## config.mk

```make
export PLATFORM = sky130hd
export DESIGN_NAME = debouncer_multi
export DESIGN_NICKNAME = d
export VERILOG_FILES = /design/src/rtl/debouncer_pkg.sv /design/src/rtl/debounce_ch.sv /design/src/rtl/debouncer_multi.sv
export SDC_FILE = /design/constraint.sdc
export NUM_CORES = 1
export LEC_CHECK = 0
export CORE_MARGIN = 2
export CORE_UTILIZATION = 50
export DETAILED_ROUTE_END_ITERATION = 8
export PLACE_DENSITY = 0.69
export REMOVE_ABC_BUFFERS = 1
export SYNTH_ARGS = -nofsm -noshare
export SYNTH_HDL_FRONTEND = slang
export SYNTH_HIERARCHICAL = 1
export SYNTH_SLANG_ARGS = --single-unit
```

## constraint.sdc

```tcl
create_clock -name clk_i -period 2.8 [get_ports clk_i]
set_clock_uncertainty 0.2 [all_clocks]
set_input_delay 0.56 -clock clk_i [delete_from_list [all_inputs] [get_ports clk_i]]
set_output_delay 0.56 -clock clk_i [all_outputs]
set_load 0.02 [all_outputs]
```

## src/rtl/debouncer_pkg.sv

```systemverilog
// Shared constants and elaboration-time helpers for the multi-channel switch debouncer.
package debouncer_pkg;

    localparam int MaxCh         = 32;
    localparam int MinSyncStages = 2;
    localparam int MaxSyncStages = 4;

    // Number of clock cycles a synchronized input must differ from the level before it is accepted.
    function automatic int stable_cycles(input int clk_freq, input int stable_time_ms);
        return (clk_freq / 1000) * stable_time_ms;
    endfunction

    function automatic int cnt_width(input int cycles);
        return (cycles < 1) ? 1 : $clog2(cycles + 1);
    endfunction

endpackage

```

## src/rtl/debounce_ch.sv

```systemverilog
// One debounce channel: synchronizer chain, saturating stability counter, debounced level and edge ticks.
module debounce_ch
    import debouncer_pkg::*;
#(
    parameter int   StableCycles = 1_000_000,
    parameter int   SyncStages   = 2,
    parameter logic ResetLevel   = 1'b0
) (
    input  logic clk_i,
    input  logic rst_ni,
    input  logic sw_i,
    output logic level_o,
    output logic rise_o,
    output logic fall_o
);

    localparam int              CntW    = cnt_width(StableCycles);
    localparam logic [CntW-1:0] CntLast = CntW'(StableCycles - 1);

    logic [SyncStages-1:0] sync_r;
    logic [CntW-1:0]       cnt_q;
    logic                  level_q;
    logic                  rise_q;
    logic                  fall_q;
    logic                  sync_q;
    logic                  differ;
    logic                  accept;

    assign sync_q = sync_r[SyncStages-1];
    assign differ = sync_q ^ level_q;
    assign accept = differ && (cnt_q == CntLast);

    always_ff @(posedge clk_i or negedge rst_ni) begin
        if (!rst_ni) begin
            sync_r <= {SyncStages{ResetLevel}};
        end else begin
            sync_r <= {sync_r[SyncStages-2:0], sw_i};
        end
    end

    // Any cycle where the synchronized input matches the level restarts the stability count.
    always_ff @(posedge clk_i or negedge rst_ni) begin
        if (!rst_ni) begin
            cnt_q   <= '0;
            level_q <= ResetLevel;
            rise_q  <= 1'b0;
            fall_q  <= 1'b0;
        end else begin
            rise_q <= accept & ~level_q;
            fall_q <= accept & level_q;
            if (accept) begin
                level_q <= ~level_q;
            end
            if (!differ || accept) begin
                cnt_q <= '0;
            end else if (cnt_q != '1) begin
                cnt_q <= cnt_q + 1'b1;
            end
        end
    end

    assign level_o = level_q;
    assign rise_o  = rise_q;
    assign fall_o  = fall_q;

endmodule

```

## src/rtl/debouncer_multi.sv

```systemverilog
// NumCh-channel switch debouncer; define DEBOUNCER_IRQ_EN to add sticky event flags and a masked interrupt.
module debouncer_multi
    import debouncer_pkg::*;
#(
    parameter int   NumCh      = 4,
    parameter int   ClkFreq    = 100_000_000,
    parameter int   StableTime = 10,
    parameter int   SyncStages = 2,
    parameter logic ResetLevel = 1'b0
) (
    input  logic             clk_i,
    input  logic             rst_ni,
    input  logic [NumCh-1:0] sw_i,
    output logic [NumCh-1:0] db_level_o,
    output logic [NumCh-1:0] db_rise_o,
    output logic [NumCh-1:0] db_fall_o
`ifdef DEBOUNCER_IRQ_EN
    ,
    output logic [NumCh-1:0] evt_o,
    input  logic [NumCh-1:0] evt_clr_i,
    input  logic [NumCh-1:0] irq_mask_i,
    output logic             irq_o
`endif
);

    localparam int StableCycles = stable_cycles(ClkFreq, StableTime);

    generate
        if (StableCycles < 1) begin : g_bad_stable
            $error("debouncer_multi: StableCycles must be at least 1");
        end
        if (NumCh < 1 || NumCh > MaxCh) begin : g_bad_numch
            $error("debouncer_multi: NumCh out of range");
        end
        if (SyncStages < MinSyncStages || SyncStages > MaxSyncStages) begin : g_bad_sync
            $error("debouncer_multi: SyncStages out of range");
        end
    endgenerate

    for (genvar i = 0; i < NumCh; i++) begin : g_ch
        debounce_ch #(
            .StableCycles(StableCycles),
            .SyncStages  (SyncStages),
            .ResetLevel  (ResetLevel)
        ) u_ch (
            .clk_i  (clk_i),
            .rst_ni (rst_ni),
            .sw_i   (sw_i[i]),
            .level_o(db_level_o[i]),
            .rise_o (db_rise_o[i]),
            .fall_o (db_fall_o[i])
        );
    end

`ifdef DEBOUNCER_IRQ_EN
    logic [NumCh-1:0] evt_q;
    logic             irq_q;

    // A new tick takes priority over a simultaneous clear so no event is ever lost.
    always_ff @(posedge clk_i or negedge rst_ni) begin
        if (!rst_ni) begin
            evt_q <= '0;
            irq_q <= 1'b0;
        end else begin
            evt_q <= (evt_q & ~evt_clr_i) | db_rise_o | db_fall_o;
            irq_q <= |(evt_q & irq_mask_i);
        end
    end

    assign evt_o = evt_q;
    assign irq_o = irq_q;
`endif

endmodule

```

* After elaboration in Yosys (flattened, before gate mapping)
Cells that the tools add are included.
** Operators by class
- Add/sub/neg operators :: 4
- Equal/unequal tests :: 8
- Muxes and demuxes :: 8
- Bitwise logic cells :: 16
- Reductions and logical operators :: 16
** Operators with widths (number)
- $mux 20 :: 8
- $add 20x1->20 const B :: 4
- $eq 20x20->1 const B :: 4
- $ne 20x20->1 const B :: 4
- $and 1x1->1 :: 8
- $reduce_bool 2->1 :: 4
- $logic_and 1x1->1 :: 4
- $logic_not 1->1 :: 4
- $logic_or 1x1->1 :: 4
- $not 1->1 :: 4
- $xor 1x1->1 :: 4
** Word-level totals
- Register bits after elaboration :: 100
- Input bits :: 6
- Output and inout port bits :: 12
- Word-level logic and storage cells :: 72

* Logic depth before layout (Yosys ltp)
Gate-level depths: netlist of the first run.
- Depth in word-level cells :: 4
- Depth in mapped cells :: 7
- Depth with buffers taken out :: 5

* Modules after synthesis
The synthesis of the first run kept the hierarchy.
** Modules (own cells, without submodules)
- debounce_ch (g_ch[0].u_ch ...) :: times used 3, cells an instance 136, area each 1375.1 um^2, sequential area each 625.6 um^2
- debounce_ch (g_ch[1].u_ch) :: times used 1, cells an instance 137, area each 1441.4 um^2, sequential area each 625.6 um^2

* Worst setup path after synthesis of the first run
OpenSTA, ideal clock, no wires.
- Kind :: register to register
- Start point :: register g_ch[1].u_ch.cnt_q[0]
- End point :: register g_ch[1].u_ch.level_q
- Library setup time :: 128 ps
- Data arrival time :: 1687 ps
- Data required time :: 2472 ps
- Slack :: 786 ps
- Stages on the path, launching flop included :: 7
- Buffers on the path :: 1
- Period minus slack after synthesis :: 2014 ps
- Path through :: dfrtp_1 ha_1 and3_1 buf_2 nand4_2 or2_1 mux2_1
** On the way
- Word-level cells in the longest chain between the ends :: 2
** RTL lines
- start: declaration :: line debounce_ch.sv:21 : logic [CntW-1:0] cnt_q;
- start signal: assignment :: line debounce_ch.sv:57 : cnt_q <= cnt_q + 1'b1;
- $eq 20x20->1 :: line debounce_ch.sv:31 : assign accept = differ && (cnt_q == CntLast);
- $logic_and 1x1->1 :: line debounce_ch.sv:31
- end signal: assignment :: line debounce_ch.sv:45 : level_q <= ResetLevel;
- end signal: assignment :: line debounce_ch.sv:52 : level_q <= ~level_q;
- end: declaration :: line debounce_ch.sv:22 : logic level_q;
No other way between the ends.
A chain may end at the register's enable or synchronous reset.

* Worst setup path in the final report of the first run
- Start point :: register g_ch[0].u_ch.cnt_q[0]
- End point :: register g_ch[0].u_ch.level_q
** On the way
- Word-level cells in the longest chain between the ends :: 2
** RTL lines (line)
- start: declaration :: debounce_ch.sv:21
- start signal: assignment :: debounce_ch.sv:57
- $eq 20x20->1 :: debounce_ch.sv:31
- $logic_and 1x1->1 :: debounce_ch.sv:31
- end signal: assignment :: debounce_ch.sv:45
- end signal: assignment :: debounce_ch.sv:52
- end: declaration :: debounce_ch.sv:22
No other way between the ends.

==> reports/summary.md, run 1 <==
The tools report the endpoint required time on the critical path as 2.86 ns. The run gives 0 as the number of hold violations in the final report. Initial core utilization: 51.4%. Class of the tightest hold or removal check: flip-flop to flip-flop. For this design the total switching power over the nets is 0.580 mW. Static timing analysis puts the maximum clock frequency at 419 MHz. Of the total power, combinational logic draws 4.0%. Number of clock sinks seen by CTS: 100.

The average vias per placed instance came out at 6.37. The slowest stage of the critical path belongs to the cell sky130_fd_sc_hd__dfrtp_1. The cell taking the most area after synthesis was sky130_fd_sc_hd__dfrtp_1.

The final antenna-violating net count was 0; the number of warnings printed during yosys synthesis was 6. The first-pass iteration count of the detailed router was 5. The tools report the netlist area before placement as 5570 um^2. In the post-synthesis netlist, the biggest area contributors are sky130_fd_sc_hd__dfrtp_1 45%, sky130_fd_sc_hd__a21oi_1 3.9%, sky130_fd_sc_hd__nand2_1 2.9%, sky130_fd_sc_hd__mux2i_1 2.9%, sky130_fd_sc_hd__nor3_1 2.2%.

For the area of the multi-input gates, the log shows 2910 um^2. The startpoint identified for the worst hold timing path is g_ch[1].u_ch/sync_r[0]. Setup repair after global routing left no endpoint under its margin. Global routing used 21.3% of the available tracks. The tool flagged a number of max-cap violations equal to 0.

The routed design uses 430 um of met3 wire. The number of gates resized after CTS was 0. The logs give 0 for the number of antenna violations at the first check in global routing and 3 for the number of levels the H-tree was split into. After floorplanning, the core was divided into 38 placement rows. The largest buffer count on any clock path was 2; the transition time at the pin with the least slew margin was 0.632 ns.

The count of hold buffers inserted by post-cts repair is 1. The number of setup buffers added after CTS is 0. Entering global routing, the biggest net connects 46 pins. For this run, the register share of the synthesized area comes to 45.0%.

The uppermost layer routed was met4. After detailed placement, the design holds a cell count of 691. The die is 110 um wide. The final global-route overflow total was 0. The tools report the proportion of power drawn by flip-flops and latches as 54.5%. The worst register-to-register path begins at g_ch[0].u_ch/cnt_q[0]. CTS placed an instance of sky130_fd_sc_hd__clkbuf_8 at the clock tree root.

Relative to the synthesized area, the layout overhead comes to 9.98%. Clock-pin slew was measured on the worst setup and hold paths at 0.09 ns. Summing over every cut layer, the via total after detailed routing is 4508.

TritonCTS built the clock tree. The synthesized netlist contains 57 unique library cells. For the clock latency on the worst-skew pair, the log shows 0.37 ns. IR analysis of the VDD net gives a maximum drop of 0.000327 V. In this design, the stage delay of the slowest critical-path cell is 0.42 ns. The final critical path takes up 85.2% of the cycle. The most used flip-flop cell after synthesis is sky130_fd_sc_hd__dfrtp_1. The congestion estimate from routability-driven global placement came to 0.843.

The worst slew margin relative to its limit came out at 57.6%. The number of standard cells in the layout, taps in and fillers out came out at 708. The critical path is of the flip-flop to flip-flop type. The flow ran to the end, and the final reports show no timing, DRC or antenna violations. The post-synthesis average cell area works out to 10.2 um^2.

The nature of the critical path endpoint was a flip-flop. For the routed wire length, the log shows 11800 um. The critical path goes through ha_1 -> and3_1 -> nand4_1 -> or2_2 -> mux2_2. The wire length on met1 came out at 5620 um. The run gives 4256 as the number of global-route vias before repair. The number of buffer cells added on primary ports works out to 17.

STA classifies the critical path startpoint as a flip-flop. The register bit count reported by yosys was 100. Of the total power, the clock network draws 41.5%. The run gives 10800 um^2 as the area of the placeable core.

Portion of synthesized cell area occupied by the leading cell type: 45.0%. Minimum clock period: 2.39 ns. The accumulated negative setup slack was 0 ns; the number of endpoints failing setup at the final stage was 0.

For this run, design rule violations remaining after detail routing come to 0. For this run, asynchronously set or reset flops after synthesis account for 100%. Leakage power of the design: 2.40 nW.

In the final layout, the share of cells above drive strength 1 is 12.5%. In the final layout, flip-flops and latches occupy 2500 um^2. After filler insertion, the fill cell instance count of the layout stands at 940. Reg-to-reg setup timing slack: 0.41 ns.

The count of flip-flops with a built-in enable after synthesis was 0. The run gives 12000 um^2 as the die footprint. By instance count, the leading cell after synthesis is sky130_fd_sc_hd__dfrtp_1. The number of buffers created by CTS is 9.

The max-slew violation count was 0; the wire length of the first global-routing pass was 20400 um. Dividing the detail-routed wire length by the instance count gives 16.6 um. The routed design uses 5530 um of met2 wire. Cell internal power was estimated by the tool at 2.14 mW. Of all nets on the critical path, the largest fanout is 10. The number of cells on the worst hold path was 0; the detailed placement HPWL was 8110 um. At the end of the flow, the number of nets in the layout was 573.

STA puts the critical path data arrival time at 2.44 ns. Power spread over the standard cell area amounts to 445 nW/um^2. The commonest cells after synthesis are 100 x sky130_fd_sc_hd__dfrtp_1, 43 x sky130_fd_sc_hd__a21oi_1, 43 x sky130_fd_sc_hd__nand2_1.

The run gives 0.160 ns as the worst slack on hold paths. The endpoint identified for the worst register-to-register timing path is g_ch[0].u_ch/level_o. In this run, the number of DRC markers left after iteration 0 of detailed routing was 189. The depth of the most critical reg-to-reg path is 5, and the number of diodes added for antenna fixing is 0.

Counting every instance in the synthesized netlist gives 545. Endpoint of the worst hold-timing path: g_ch[1].u_ch/sync_r[1]. For this design the top-level I/O count stands at 18. Net switching is 21.3% of the power.

In this run the vertical extent of the chip is 110 um.
stage by stage:
stage               total power, mW  worst slack [ns]  util [%]  instance area, um^2
finish                         2.72             0.414      56.5                 6120
global route                   2.84             0.247      56.5                 6120
CTS                            2.75             0.449      56.5                 6120
detailed placement             1.62             0.472      54.1                 5860
global placement               1.62             0.537      54.1                 5860
floorplan                      1.56             0.590         -                 5430
power groups by stage:
stage | clock [mW] | combinational (mW) | sequential, mW
final | 1.13 | 0.110 | 1.48
after global placement | 0 | 0.108 | 1.51
after global routing | 1.23 | 0.129 | 1.49
after CTS | 1.16 | 0.112 | 1.48
after detailed placement | 0 | 0.111 | 1.51
after floorplan | 0 | 0.0526 | 1.51
cells by family (layout without fill, tap and decap cells):
group	after synthesis	after routing	share of synthesized area (%)
DFF	100	100	45.0
and+or+nand+nor	235	235	27.9
muxes	20	20	3.69
adders and majority gates	4	4	0.899
xor gates and xnor gates	8	8	1.26
buffers and inverters	26	49	2.76
AOI/OAI and AO/OA	152	152	18.5
worst max-delay path: cells and delay by family, from the launching register on:
family / cells / cell delay, ns
simple gates: 3 / 1.14
flops: 1 / 0.42
mux: 1 / 0.28
fa+ha+maj: 1 / 0.24
cell type report:
class,instances,share of cell area (%)
Multi-Input combinational cell,419,47.5
Sequential cell,100,40.9
Timing Repair Buffer,28,4.33
Tap cell,140,2.86
Clock buffer,12,2.53
Clock inverter,4,1.55
Inverter,5,0.307
layer usage:
| metal | GRT usage (%) | vias to the layer above |
|---|---|---|
| met5 | 0 | - |
| met1 | 30.0 | 2218 |
| met3 | 4.03 | 14 |
| met2 | 33.2 | 95 |
| met4 | 6.87 | 0 |
| li1 | - | 2181 |
flip-flops by register name (all words and copies together), names as in the netlist:
register,flops
g_ch.u_ch/cnt_q,80
g_ch.u_ch/sync_r,8
g_ch.u_ch/fall_o,4
g_ch.u_ch/level_o,4
g_ch.u_ch/rise_o,4
placed cells by master (no fill, tap or decap), types with 9 or more instances in the layout:
cell type and n:
sky130_fd_sc_hd__dfrtp_1 100, sky130_fd_sc_hd__nand2_1 43, sky130_fd_sc_hd__a21oi_1 43, sky130_fd_sc_hd__nor2_1 31, sky130_fd_sc_hd__nor3_1 24, sky130_fd_sc_hd__o21ai_0 23, sky130_fd_sc_hd__nand4_1 16, sky130_fd_sc_hd__nand3_1 16
sky130_fd_sc_hd__mux2i_1 16, sky130_fd_sc_hd__a211oi_1 16, sky130_fd_sc_hd__clkdlybuf4s50_1 16, sky130_fd_sc_hd__and3_1 12, sky130_fd_sc_hd__a31oi_1 12, sky130_fd_sc_hd__o211ai_1 12, sky130_fd_sc_hd__clkbuf_8 11, sky130_fd_sc_hd__and4_1 11
sky130_fd_sc_hd__buf_4 10, sky130_fd_sc_hd__nor4b_1 9
worst max path at each step:
| stage | endpoint | slack [ns] | start | depth (start not counted) |
|---|---|---|---|---|
| floorplan | g_ch[0].u_ch/cnt_q[0] | 0.59 | g_ch[0].u_ch/cnt_q[0] | 5 |
| global placement | g_ch[1].u_ch/cnt_q[18] | 0.54 | g_ch[1].u_ch/cnt_q[0] | 6 |
| detailed placement | g_ch[0].u_ch/level_o | 0.47 | g_ch[0].u_ch/cnt_q[0] | 5 |
| CTS | g_ch[0].u_ch/level_o | 0.45 | g_ch[0].u_ch/cnt_q[0] | 5 |
| global route | g_ch[1].u_ch/cnt_q[4] | 0.25 | g_ch[1].u_ch/cnt_q[0] | 6 |
| finish | g_ch[0].u_ch/level_o | 0.41 | g_ch[0].u_ch/cnt_q[0] | 5 |
Note: power is estimated with default switching activity, not from simulation.
==> inputs of run 2 (changes only) <==
MAX_ROUTING_LAYER = met4   (was unset)
==> run 2 against run 1 <==
Non-clock buffer count is the same. Maximum frequency grew 0.14%. Die area is the same. Utilization is the same. Hold slack is essentially flat. Via count is essentially flat. Routed wire length shrank 0.65%. First-iteration DRC count shrank 2.6%. Clock-buffer cell count is the same. Clock power is essentially flat. Largest power group unchanged. Cell area is the same. Critical path depth is the same.
==> reports/summary.md, run 2 (synthesis results as in run 1) <==
The run finished with clean final reports. Post-CTS timing repair inserted 0 buffers for setup. For the area of the multi-input gates, the log shows 2910 um^2. The tools report the number of cell rows as 38.

The number of cells on the worst hold path was 0; the fill cell total of the finished layout was 940. The tools report the number of levels the H-tree was split into as 3. STA classifies the critical path endpoint as a flip-flop. Before antenna repair, the detailed router went through 5 iterations. Power spread over the standard cell area amounts to 444 nW/um^2. Period utilization: 85.1%. The tools report the combined global-route utilization of all metal layers as 22.0%. The worst hold path terminates at g_ch[1].u_ch/sync_r[1]. From left edge to right edge, the die measures 110 um. The region available for standard cell placement spans 10800 um^2. The worst hold path begins at g_ch[1].u_ch/sync_r[0].

Of the cells placed in the final design, the portion with a size suffix greater than 1 is 12.5%. IR analysis of the VDD net gives a maximum drop of 0.000327 V. The internal power of the cells totals 2.14 mW. The die covers 12000 um^2. The average vias per placed instance came out at 6.37.

Mean routed wirelength per cell: 16.5 um. The initial utilization of the core area, before any placement, comes to 51.4%. The final-stage net count was 573.

On the worst path, the slowest cell contributes a delay of 0.42 ns. The first routing iteration left 184 violations. Among all stages on the critical path, the largest delay is contributed by sky130_fd_sc_hd__dfrtp_1. Static timing analysis puts the maximum clock frequency at 420 MHz.

Sequential cells account for 54.6% of the total power. The clock latency on the worst-skew pair was 0.37 ns. The congestion estimate from routability-driven global placement came to 0.856. In this run, the combinational gates consume 4.0% of the power. Net switching is 21.3% of the power. Setup violations remaining at the end of the flow were counted as 0. For the number of placed I/O pins, the log shows 18. Subtracting the final worst setup slack from the clock period gives 2.38 ns. DRC violations left: 0. For the final antenna-violating net count, the log shows 0.

The library cells used most frequently in the layout, excluding fill and tap cells, are 100 x sky130_fd_sc_hd__dfrtp_1, 43 x sky130_fd_sc_hd__nand2_1, 43 x sky130_fd_sc_hd__a21oi_1, 31 x sky130_fd_sc_hd__nor2_1, 24 x sky130_fd_sc_hd__nor3_1. The critical path crosses 5 cells after its start point. For met3 alone, demand over resource in global routing was 4.09%. The critical path goes through ha_1 -> and3_1 -> nand4_1 -> or2_2 -> mux2_2. The transition time at the pin with the least slew margin is 0.621 ns, and the number of diodes added for antenna fixing is 0. The tools report the number of buffers created by CTS as 9.

g_ch.u_ch/cnt_q holds more flip-flops than any other register. The clock share of power is 41.4%. STA puts the critical path data required time at 2.86 ns. The setup path with the least slack is of type flip-flop to flip-flop. Entering global routing, the biggest net connects 46 pins. The largest buffer count on any clock path is 2, and the wire length of the first global-routing pass is 20400 um. The endpoint arrival time on the critical path was 2.44 ns; the worst slack on hold paths was 0.160 ns. The worst register-to-register path has a setup slack of 0.42 ns. The clock tree root buffer cell is sky130_fd_sc_hd__clkbuf_8.

The wire-length estimate of the detail-placed layout is 8110 um. The library cell used most frequently in the layout, excluding fill and tap cells, is sky130_fd_sc_hd__dfrtp_1. In this run the tool buffered the top-level ports with 17 buffer cells. The worst register-to-register path begins at g_ch[0].u_ch/cnt_q[0]. The logs give 0 for the max-cap violation count and 30.2% for the met1 global-route usage. Largest fanout of any net on the critical path: 10. Setup repair after global routing left no endpoint under its margin. Adding up every negative setup slack in the final design gives 0 ns. The leakage power of the design was 2.40 nW; the flip-flop count of the largest register after layout was 80. Headroom to the max-slew limit came out at 58.3%.

The worst setup path is launched from a flip-flop. Counting both buffers and inverters, the worst setup path holds a total of 0. Global routing used 33.2% of the available met2 tracks. The number of antenna violations at the first check in global routing is 0. The logs give 0 for the max-slew violation count and 0 for the number of hold violations in the final report. The routed wire length came out at 11700 um.

The largest delay contributor family on the critical path is simple AND/OR/NAND/NOR gates. Post-CTS repair changed the size of 0 cells. Detailed routing inserted a total of 4509 vias. The number of cells on the worst reg-to-reg path is 5. The endpoint of the lowest-slack register-to-register path is g_ch[0].u_ch/level_o. The number of clock sinks seen by CTS was 100; the number of global-route vias before repair was 4245. The clock transition at the register clock pins on the worst setup and hold paths after CTS was 0.09 ns; the net switching power of the design was 0.579 mW. TritonCTS built the clock tree. Summed over all layers, the global routing overflow is 0.

The path class of the tightest hold or removal check is flip-flop to flip-flop. The most utilized layer in the global route result is met2. The die outline height was 110 um. The largest registers in the layout are g_ch.u_ch/cnt_q x80, g_ch.u_ch/sync_r x8. Relative to the synthesized area, the layout overhead comes to 9.98%. Summing all flip-flop and latch instances after layout gives 2500 um^2.
-- run 2: per-layer routing --
layer  share of wire [%]  vias to the layer above
met5                   0                        -
met4                 1.5                        0
met3                 3.1                       14
met2                  47                       70
met1                  48                     2249
li1                    -                     2176
-- run 2: how the worst max path moves through the flow --
stage / end / startpoint
2_1_floorplan: g_ch[0].u_ch/cnt_q[0] / g_ch[0].u_ch/cnt_q[0]
3_3_place_gp: g_ch[1].u_ch/cnt_q[18] / g_ch[1].u_ch/cnt_q[0]
3_5_place_dp: g_ch[0].u_ch/level_o / g_ch[0].u_ch/cnt_q[0]
4_1_cts: g_ch[0].u_ch/level_o / g_ch[0].u_ch/cnt_q[0]
5_1_grt: g_ch[1].u_ch/cnt_q[4] / g_ch[1].u_ch/cnt_q[0]
6_report: g_ch[0].u_ch/level_o / g_ch[0].u_ch/cnt_q[0]
-- run 2: layout make-up --
| class | instances | area share, % |
|---|---|---|
| timing repair buffer | 28 | 4.33 |
| clock buffer | 12 | 2.53 |
| clock inverter | 4 | 1.55 |
| multi-input combinational | 419 | 47.5 |
| sequential | 100 | 40.9 |
| tap | 140 | 2.86 |
| inverter | 5 | 0.307 |
-- run 2: through the flow --
step           total power [mW]  std cells  utilization (%)  setup WS [ns]  area, um^2
5_1_grt                    2.85        708             56.5          0.247        6120
2_1_floorplan              1.56        524                -          0.590        5430
6_report                   2.72        708             56.5          0.418        6120
3_3_place_gp               1.62        691             54.1          0.537        5860
3_5_place_dp               1.62        691             54.1          0.472        5860
4_1_cts                    2.75        708             56.5          0.449        6120
-- run 2: timing repair --
item	4_1_cts	5_1_grt
hold buffers	1	0
endpoints found under the hold margin	20	0
endpoints found under the setup margin	0	0
-- run 2: power groups by stage --
stage,Clock [mW],Sequential (mW),Combinational (mW)
2_1_floorplan,0,1.51,0.0526
3_3_place_gp,0,1.51,0.108
3_5_place_dp,0,1.51,0.111
4_1_cts,1.16,1.48,0.112
5_1_grt,1.23,1.49,0.129
6_report,1.13,1.48,0.109
-- run 2: worst reg2reg max path: stages (launching register included) --
cell and delay [ns]:
sky130_fd_sc_hd__dfrtp_1 0.42, sky130_fd_sc_hd__ha_1 0.24, sky130_fd_sc_hd__and3_1 0.41, sky130_fd_sc_hd__nand4_1 0.33, sky130_fd_sc_hd__or2_2 0.40, sky130_fd_sc_hd__mux2_2 0.28
